**src/rtl/mem_port_arbiter.sv**
```systemverilog
// mem_port_arbiter: round-robin arbiter and sequencer for one shared memory
// port serving the instruction-fetch (IF) and data-memory (DM) requesters.
// A granted transfer holds mem_en for WAIT_CYC cycles, then pulses the
// owner's ack for one cycle. Every output is driven straight from a flop.

module mem_port_arbiter #(
  parameter int ADDR_W   = 16,
  parameter int DATA_W   = 16,
  parameter int WAIT_CYC = 2
) (
  input  logic              clk,
  input  logic              rst_n,
  input  logic              if_req,
  input  logic [ADDR_W-1:0] if_addr,
  output logic [DATA_W-1:0] if_rdata,
  output logic              if_ack,
  input  logic              dm_req,
  input  logic              dm_we,
  input  logic [ADDR_W-1:0] dm_addr,
  input  logic [DATA_W-1:0] dm_wdata,
  output logic [DATA_W-1:0] dm_rdata,
  output logic              dm_ack,
  output logic              mem_en,
  output logic              mem_we,
  output logic [ADDR_W-1:0] mem_addr,
  output logic [DATA_W-1:0] mem_wdata,
  input  logic [DATA_W-1:0] mem_rdata,
  output logic              busy,
  output logic              grant_dm
);

  typedef enum logic [1:0] {
    ST_IDLE   = 2'd0,
    ST_ACCESS = 2'd1,
    ST_RESP   = 2'd2
  } state_e;

  // Counter preload: the last ACCESS cycle is the one where cnt reaches zero.
  localparam logic [3:0] CNT_LOAD = 4'(WAIT_CYC - 1);

  state_e              state_q, state_d;
  logic [3:0]          cnt_q, cnt_d;
  logic                last_dm_q, last_dm_d;
  logic                grant_dm_q, grant_dm_d;
  logic                we_q, we_d;
  logic [ADDR_W-1:0]   addr_q, addr_d;
  logic [DATA_W-1:0]   wdata_q, wdata_d;
  logic [DATA_W-1:0]   if_rdata_q, if_rdata_d;
  logic [DATA_W-1:0]   dm_rdata_q, dm_rdata_d;
  logic                mem_en_q, mem_en_d;
  logic                mem_we_q, mem_we_d;
  logic                busy_q, busy_d;
  logic                if_ack_q, if_ack_d;
  logic                dm_ack_q, dm_ack_d;
  logic                pick_dm_s;

  // Next-state logic: arbitration, request latching, wait counting, read capture.
  always_comb begin
    state_d    = state_q;
    cnt_d      = cnt_q;
    last_dm_d  = last_dm_q;
    grant_dm_d = grant_dm_q;
    we_d       = we_q;
    addr_d     = addr_q;
    wdata_d    = wdata_q;
    if_rdata_d = if_rdata_q;
    dm_rdata_d = dm_rdata_q;
    pick_dm_s  = 1'b0;

    case (state_q)
      ST_IDLE: begin
        if (if_req || dm_req) begin
          // On a tie, the side that did not win last time gets the port.
          pick_dm_s  = dm_req && (!if_req || !last_dm_q);
          grant_dm_d = pick_dm_s;
          last_dm_d  = pick_dm_s;
          addr_d     = pick_dm_s ? dm_addr : if_addr;
          we_d       = pick_dm_s && dm_we;
          wdata_d    = pick_dm_s ? dm_wdata : {DATA_W{1'b0}};
          cnt_d      = CNT_LOAD;
          state_d    = ST_ACCESS;
        end else begin
          state_d = ST_IDLE;
        end
      end
      ST_ACCESS: begin
        if (cnt_q != 4'd0) begin
          cnt_d = cnt_q - 4'd1;
        end else begin
          // Last access cycle: memory data is valid, capture for the owner.
          if (!we_q) begin
            if (grant_dm_q) begin
              dm_rdata_d = mem_rdata;
            end else begin
              if_rdata_d = mem_rdata;
            end
          end else begin
            dm_rdata_d = dm_rdata_q;
          end
          state_d = ST_RESP;
        end
      end
      ST_RESP: begin
        state_d = ST_IDLE;
      end
      default: begin
        state_d = ST_IDLE;
      end
    endcase

    // Output flops are loaded from the next state so they line up with it.
    mem_en_d = (state_d == ST_ACCESS);
    mem_we_d = mem_en_d && we_d;
    busy_d   = (state_d != ST_IDLE);
    if_ack_d = (state_d == ST_RESP) && !grant_dm_d;
    dm_ack_d = (state_d == ST_RESP) && grant_dm_d;
  end

  // State and output registers with asynchronous clear.
  always_ff @(posedge clk or negedge rst_n) begin
    if (!rst_n) begin
      state_q    <= ST_IDLE;
      cnt_q      <= 4'd0;
      last_dm_q  <= 1'b0;
      grant_dm_q <= 1'b0;
      we_q       <= 1'b0;
      addr_q     <= {ADDR_W{1'b0}};
      wdata_q    <= {DATA_W{1'b0}};
      if_rdata_q <= {DATA_W{1'b0}};
      dm_rdata_q <= {DATA_W{1'b0}};
      mem_en_q   <= 1'b0;
      mem_we_q   <= 1'b0;
      busy_q     <= 1'b0;
      if_ack_q   <= 1'b0;
      dm_ack_q   <= 1'b0;
    end else begin
      state_q    <= state_d;
      cnt_q      <= cnt_d;
      last_dm_q  <= last_dm_d;
      grant_dm_q <= grant_dm_d;
      we_q       <= we_d;
      addr_q     <= addr_d;
      wdata_q    <= wdata_d;
      if_rdata_q <= if_rdata_d;
      dm_rdata_q <= dm_rdata_d;
      mem_en_q   <= mem_en_d;
      mem_we_q   <= mem_we_d;
      busy_q     <= busy_d;
      if_ack_q   <= if_ack_d;
      dm_ack_q   <= dm_ack_d;
    end
  end

  assign mem_en    = mem_en_q;
  assign mem_we    = mem_we_q;
  assign mem_addr  = addr_q;
  assign mem_wdata = wdata_q;
  assign if_rdata  = if_rdata_q;
  assign dm_rdata  = dm_rdata_q;
  assign if_ack    = if_ack_q;
  assign dm_ack    = dm_ack_q;
  assign busy      = busy_q;
  assign grant_dm  = grant_dm_q;

endmodule

```
**config.mk**
```make
export PLATFORM = sky130hd
export DESIGN_NAME = mem_port_arbiter
export DESIGN_NICKNAME = d
export VERILOG_FILES = /design/src/rtl/mem_port_arbiter.sv
export SDC_FILE = /design/constraint.sdc
export NUM_CORES = 1
export LEC_CHECK = 0
export ABC_CLOCK_PERIOD_IN_PS = 2300
export BUFFER_PORTS_ARGS = -buffer_cell sky130_fd_sc_hd__buf_2
export CAP_MARGIN = 20
export CELL_PAD_IN_SITES_DETAIL_PLACEMENT = 0
export CELL_PAD_IN_SITES_GLOBAL_PLACEMENT = 1
export CORE_MARGIN = 3
export CORE_UTILIZATION = 33
export DETAILED_ROUTE_END_ITERATION = 10
export PLACE_DENSITY = 0.77
export SLEW_MARGIN = 20
export SYNTH_ARGS = -nofsm -noshare
export SYNTH_HDL_FRONTEND = slang
export SYNTH_SLANG_ARGS = --single-unit
```
**constraint.sdc**
```tcl
create_clock -name clk -period 2.3 [get_ports clk]
set_clock_uncertainty 0.2 [all_clocks]
set_input_delay 0.46 -clock clk [delete_from_list [all_inputs] [get_ports clk]]
set_output_delay 0.46 -clock clk [all_outputs]
set_load 0.1 [all_outputs]
```
== Yosys cells after proc, flatten, opt, wreduce, memory -nomap -nowiden ==
Index checks and enable logic that the tools add are counted.
W data, S select, Z words.
Operators by class
  reductions and logical operators: 18
  equality and inequality tests: 5
  multiplexer cells: 12
  add/subtract/negate cells: 1
  bitwise gates (word level): 3
Operators by type and width (number)
  $mux W16: 2
  $mux W4: 2
  $pmux W4 S2: 1
  $reduce_and A4 Y1: 2
  $logic_and A1 B1 Y1: 5
  $mux W1: 5
  $eq A2 B1 Y1 const B: 2
  $ne A2 B2 Y1 const B: 2
  $pmux W2 S2: 1
  $reduce_bool A2 Y1: 2
  $reduce_bool A4 Y1: 1
  $sub A4 B1 Y4 const B: 1
  $logic_not A1 Y1: 3
  $not A1 Y1: 3
  $reduce_and A3 Y1: 1
  $eq A2 B2 Y1 const B: 1
  $logic_not A2 Y1: 1
  $logic_or A1 B1 Y1: 2
  $mux W2: 1
  $reduce_and A2 Y1: 1
Storage, ports and cells
  input port bits: 69
  logic and storage cells: 53
  output and inout bits: 70
  flip-flop bits (word level): 78

== Logic depth before layout (Yosys ltp) ==
  depth after elaboration: 7
  mapped depth: 7
  mapped depth without buffers: 5

== Worst setup path before layout ==
OpenSTA, ideal clock, no wires.
  kind: register to register
  start: register cnt_q[0]
  end: register if_rdata_q[0], in the netlist if_rdata[0]
  path slack: -0.024 ns
  arrival time: 1.999 ns
  cell stages (with the launch flop): 8
  library setup time: 0.125 ns
  data required time: 1.975 ns
  clock period less this slack: 2.324 ns
  path buffers: 2
  cells stage by stage: dfrtp_1 > inv_1 > ha_1 > or3b_4 > or4_4 > buf_6 > buf_12 > mux2_4
Between the ends
  longest elaborated chain between the ends: 3
RTL lines
  from (decl): RTL line 42  | logic [3:0] cnt_q, cnt_d;
  from (signal assigned): RTL line 138  | cnt_q <= cnt_d;
  $reduce_bool A4 Y1: RTL line 87  | if (cnt_q != 4'd0) begin
  $not A1 Y1 (no line)
  $reduce_and A4 Y1 (no line)
  to (signal assigned): RTL line 129  | if_rdata_q <= {DATA_W{1'b0}};
  to (signal assigned): RTL line 144  | if_rdata_q <= if_rdata_d;
  to (decl): RTL line 48  | logic [DATA_W-1:0] if_rdata_q, if_rdata_d;
No other way between the ends.
A chain may end at the register's enable or synchronous reset.

== Worst setup path after layout ==
  start: register cnt_q[0]
  end: register if_rdata_q[11], in the netlist if_rdata[11]
The elaborated chain is that of the path after synthesis.

==> flow_summary.toml <==
[cts]
cts_root_buffer = "clkbuf_8"
clock_pin_slew_worst_setup_and_hold_paths_ns = 0.08
cts.htree.levels = 3
cts_tree = "yes"
clkLatencyLatePin_ns = 0.34
cts_made_buffers = 9
ctsLongestPathBuffers = 2
tritoncts_num_sinks = 78

[logic_synthesis]
yosys-top-cells-count = "dfrtp_1 (78), mux2_2 (23), nand2_1 (20)"
synth.top_cells.by_area = "dfrtp_1 (61%), mux2_2 (8.1%), mux2_4 (4.7%)"
synthesis.nets = 304
ys_seq_elements = 78
synth_cell_types = 37
synth.largest_area_cell = "dfrtp_1"
synth_top_cell_area_share = 0.613
asyncSetResetFlopFracSynth = 1.00
synth_edf_count = 0
synth_seq_area_share = 0.613
yosys_warnings = 0
post_synth_inst_count = 233
syn_avg_cell_area_um2 = 13.7
synthesized_cell_area_um2 = 3180
synth.most_common_cell = "dfrtp_1"
postSynth.topFlopCell = "dfrtp_1"

[floorplan]
initial_utilization = 0.343
core-area_um2 = 9280
row_count = 35
fp.dieArea_um2 = 10900
floorplan.die.width_um = 104
num_io_pins = 139
die_height_um = 104

[final_layout]
finalInstanceArea_um2 = 4330
syn_to_final_growth_pct = 36.1
n_antenna_cell = 0
layout-drive-gt1-share = 0.546
fillerInstances = 878
fin_nets = 456

[timing]
final-hold-violation-count = 0
rsz_0062_raised_after_global_routing = "yes"
max_slew_margin = 0.509
timing.fmax_mhz = 440
final.hold.worst_slack_ns = 0.131
tightest_slew_ns = 0.736
report.final.setup_viol = 0
period_minus_slack_ns = 2.27
slew_viol_final = 0
timing.final.crit_share = 0.988

[global_routing]
number_of_antenna_violations_at_the_first_check_in_global_routing = 0
grt_first_pass_wirelength_um = 12900
grt_start_max_net_pins = 42
groute.usage.overall = 0.148
global_route.overflow_total = 0
first_global_vias = 2605

[setup_path]
worstSetupEndpointType = "flip-flop"
path_cells = "inv_2 > ha_4 > or3b_4 > or4_4 > mux2_4"
critPathMaxStageDelay_ns = 0.61
setup.worst_path.start_class = "flip-flop"
setup.worst_path.class = "flip-flop to flip-flop"
path_max_fanout = 8
crit_slowest_cell = "or4_4"
cp_data_arrival_time_ns = 2.30
cp_data_required_time_ns = 2.33

[run_status]
run_status = "completed"

[detailed_routing]
routed_wirelength_um = 7970
drt-vias-per-instance = 4.83
ant_nets = 0
drc = 0
total_vias_in_the_final_route = 2506
drt-wirelength-per-cell_um = 15.4
initialDrtViolationCount = 88
detail_route.first_pass.iterations = 4

[worst_hold_path]
tightest_hold_check_type = "input pin to flip-flop"

[placed_design]
detailed_place_hpwl_um = 5620
routabilityCongestion = 0.770
buffer_ports.inserted = 138
place_area_um2 = 4070

[job]
timing.max_cap.violations = 0
[flip-flops by register name, summed over array words and instances (netlist names)]
| register | count |
|---|---|
| mem_wdata | 16 |
| cnt_q | 4 |
| mem_we | 1 |
| last_dm_q | 1 |
| mem_addr | 16 |
| if_rdata | 16 |
| busy | 1 |
| state_q | 2 |
| grant_dm | 1 |
| dm_ack | 1 |
| mem_en | 1 |
| dm_rdata | 16 |
| we_q | 1 |
| if_ack | 1 |
[timing repair]
item / 4_1_cts / 5_1_grt
endpoints found under the hold margin: 39 / 0
resized for setup: 0 / 3
setup endpoints to repair: 0 / 16
hold buffers: 1 / 0
buffers inserted: 0 / 3
[critical path: cells and delay by family, from the launching register on]
kind                       cells  cell delay [ns]
muxes                          1             0.34
adders and majority gates      1             0.14
and+or+nand+nor                2             1.00
buffers and inverters          1             0.10
DFF                            1             0.39
[cell usage in the layout, fill, tap and decap left out, types with 2 or more instances in the layout]
master,instances
a211oi_1,16
a21boi_0,2
a21o_1,2
a22o_1,16
a2bb2oi_1,16
and3_1,2
buf_2,137
buf_4,17
clkbuf_8,10
clkinvlp_4,3
dfrtp_1,78
inv_2,2
mux2_2,23
mux2_4,10
nand2_1,20
nor2_1,4
o21ai_0,2
o22ai_1,2
or4_4,2
[cell families after synthesis]
logic type | Yosys count | synth area share
DFF | 78 | 0.613
AOI/OAI and AO/OA | 63 | 0.160
and+or+nand+nor | 38 | 0.0586
muxes | 33 | 0.129
buffers and inverters | 19 | 0.0315
adders and majority gates | 2 | 0.00786
[per-layer routing]
layer / vias to the layer above / GRT usage / wire length [um]
li1: 1168 / - / -
met1: 1238 / 0.197 / 3730
met5: - / 0 / 0
met3: 8 / 0.0354 / 464
met2: 92 / 0.231 / 3670
met4: 0 / 0.0665 / 110
[area by class of cell]
type | instances | area [um2] | area share
Inverter | 3 | 11.3 | 0.00260
Sequential cell | 78 | 1950 | 0.451
Clock inverter | 6 | 70.1 | 0.0162
Clock buffer | 10 | 138 | 0.0318
Tap cell | 129 | 161 | 0.0373
Timing Repair Buffer | 156 | 843 | 0.195
Multi-Input combinational cell | 137 | 1160 | 0.267
[through the flow]
step | worst slack, ns | TNS (ns) | cells | utilization
after floorplan | -0.00554 | -0.0554 | 233 | -
after global placement | 0.0703 | 0 | 498 | 0.438
after detailed placement | 0.0207 | 0 | 498 | 0.438
after CTS | 0.0137 | 0 | 515 | 0.462
after global routing | -0.0285 | -0.181 | 519 | 0.467
final | 0.0267 | 0 | 519 | 0.467
[path summary, 6_finish.rpt]
check / from / end / slack (ns) / cells after the start
setup / recovery: cnt_q[0] / if_rdata[11] / 0.03 / 5
hold / removal: dm_wdata[1] / mem_wdata[1] / 0.13 / 2
setup reg to reg: cnt_q[0] / if_rdata[11] / 0.03 / 5
hold reg to reg: mem_wdata[8] / mem_wdata[8] / 0.31 / 1
max in group asynchronous: rst_n / cnt_q[2] / 0.87 / 3
min in group asynchronous: rst_n / dm_rdata[0] / 0.44 / 2
Power is not shown: default switching activity piles up to over one toggle a cycle in this logic, so the estimate is an artifact.
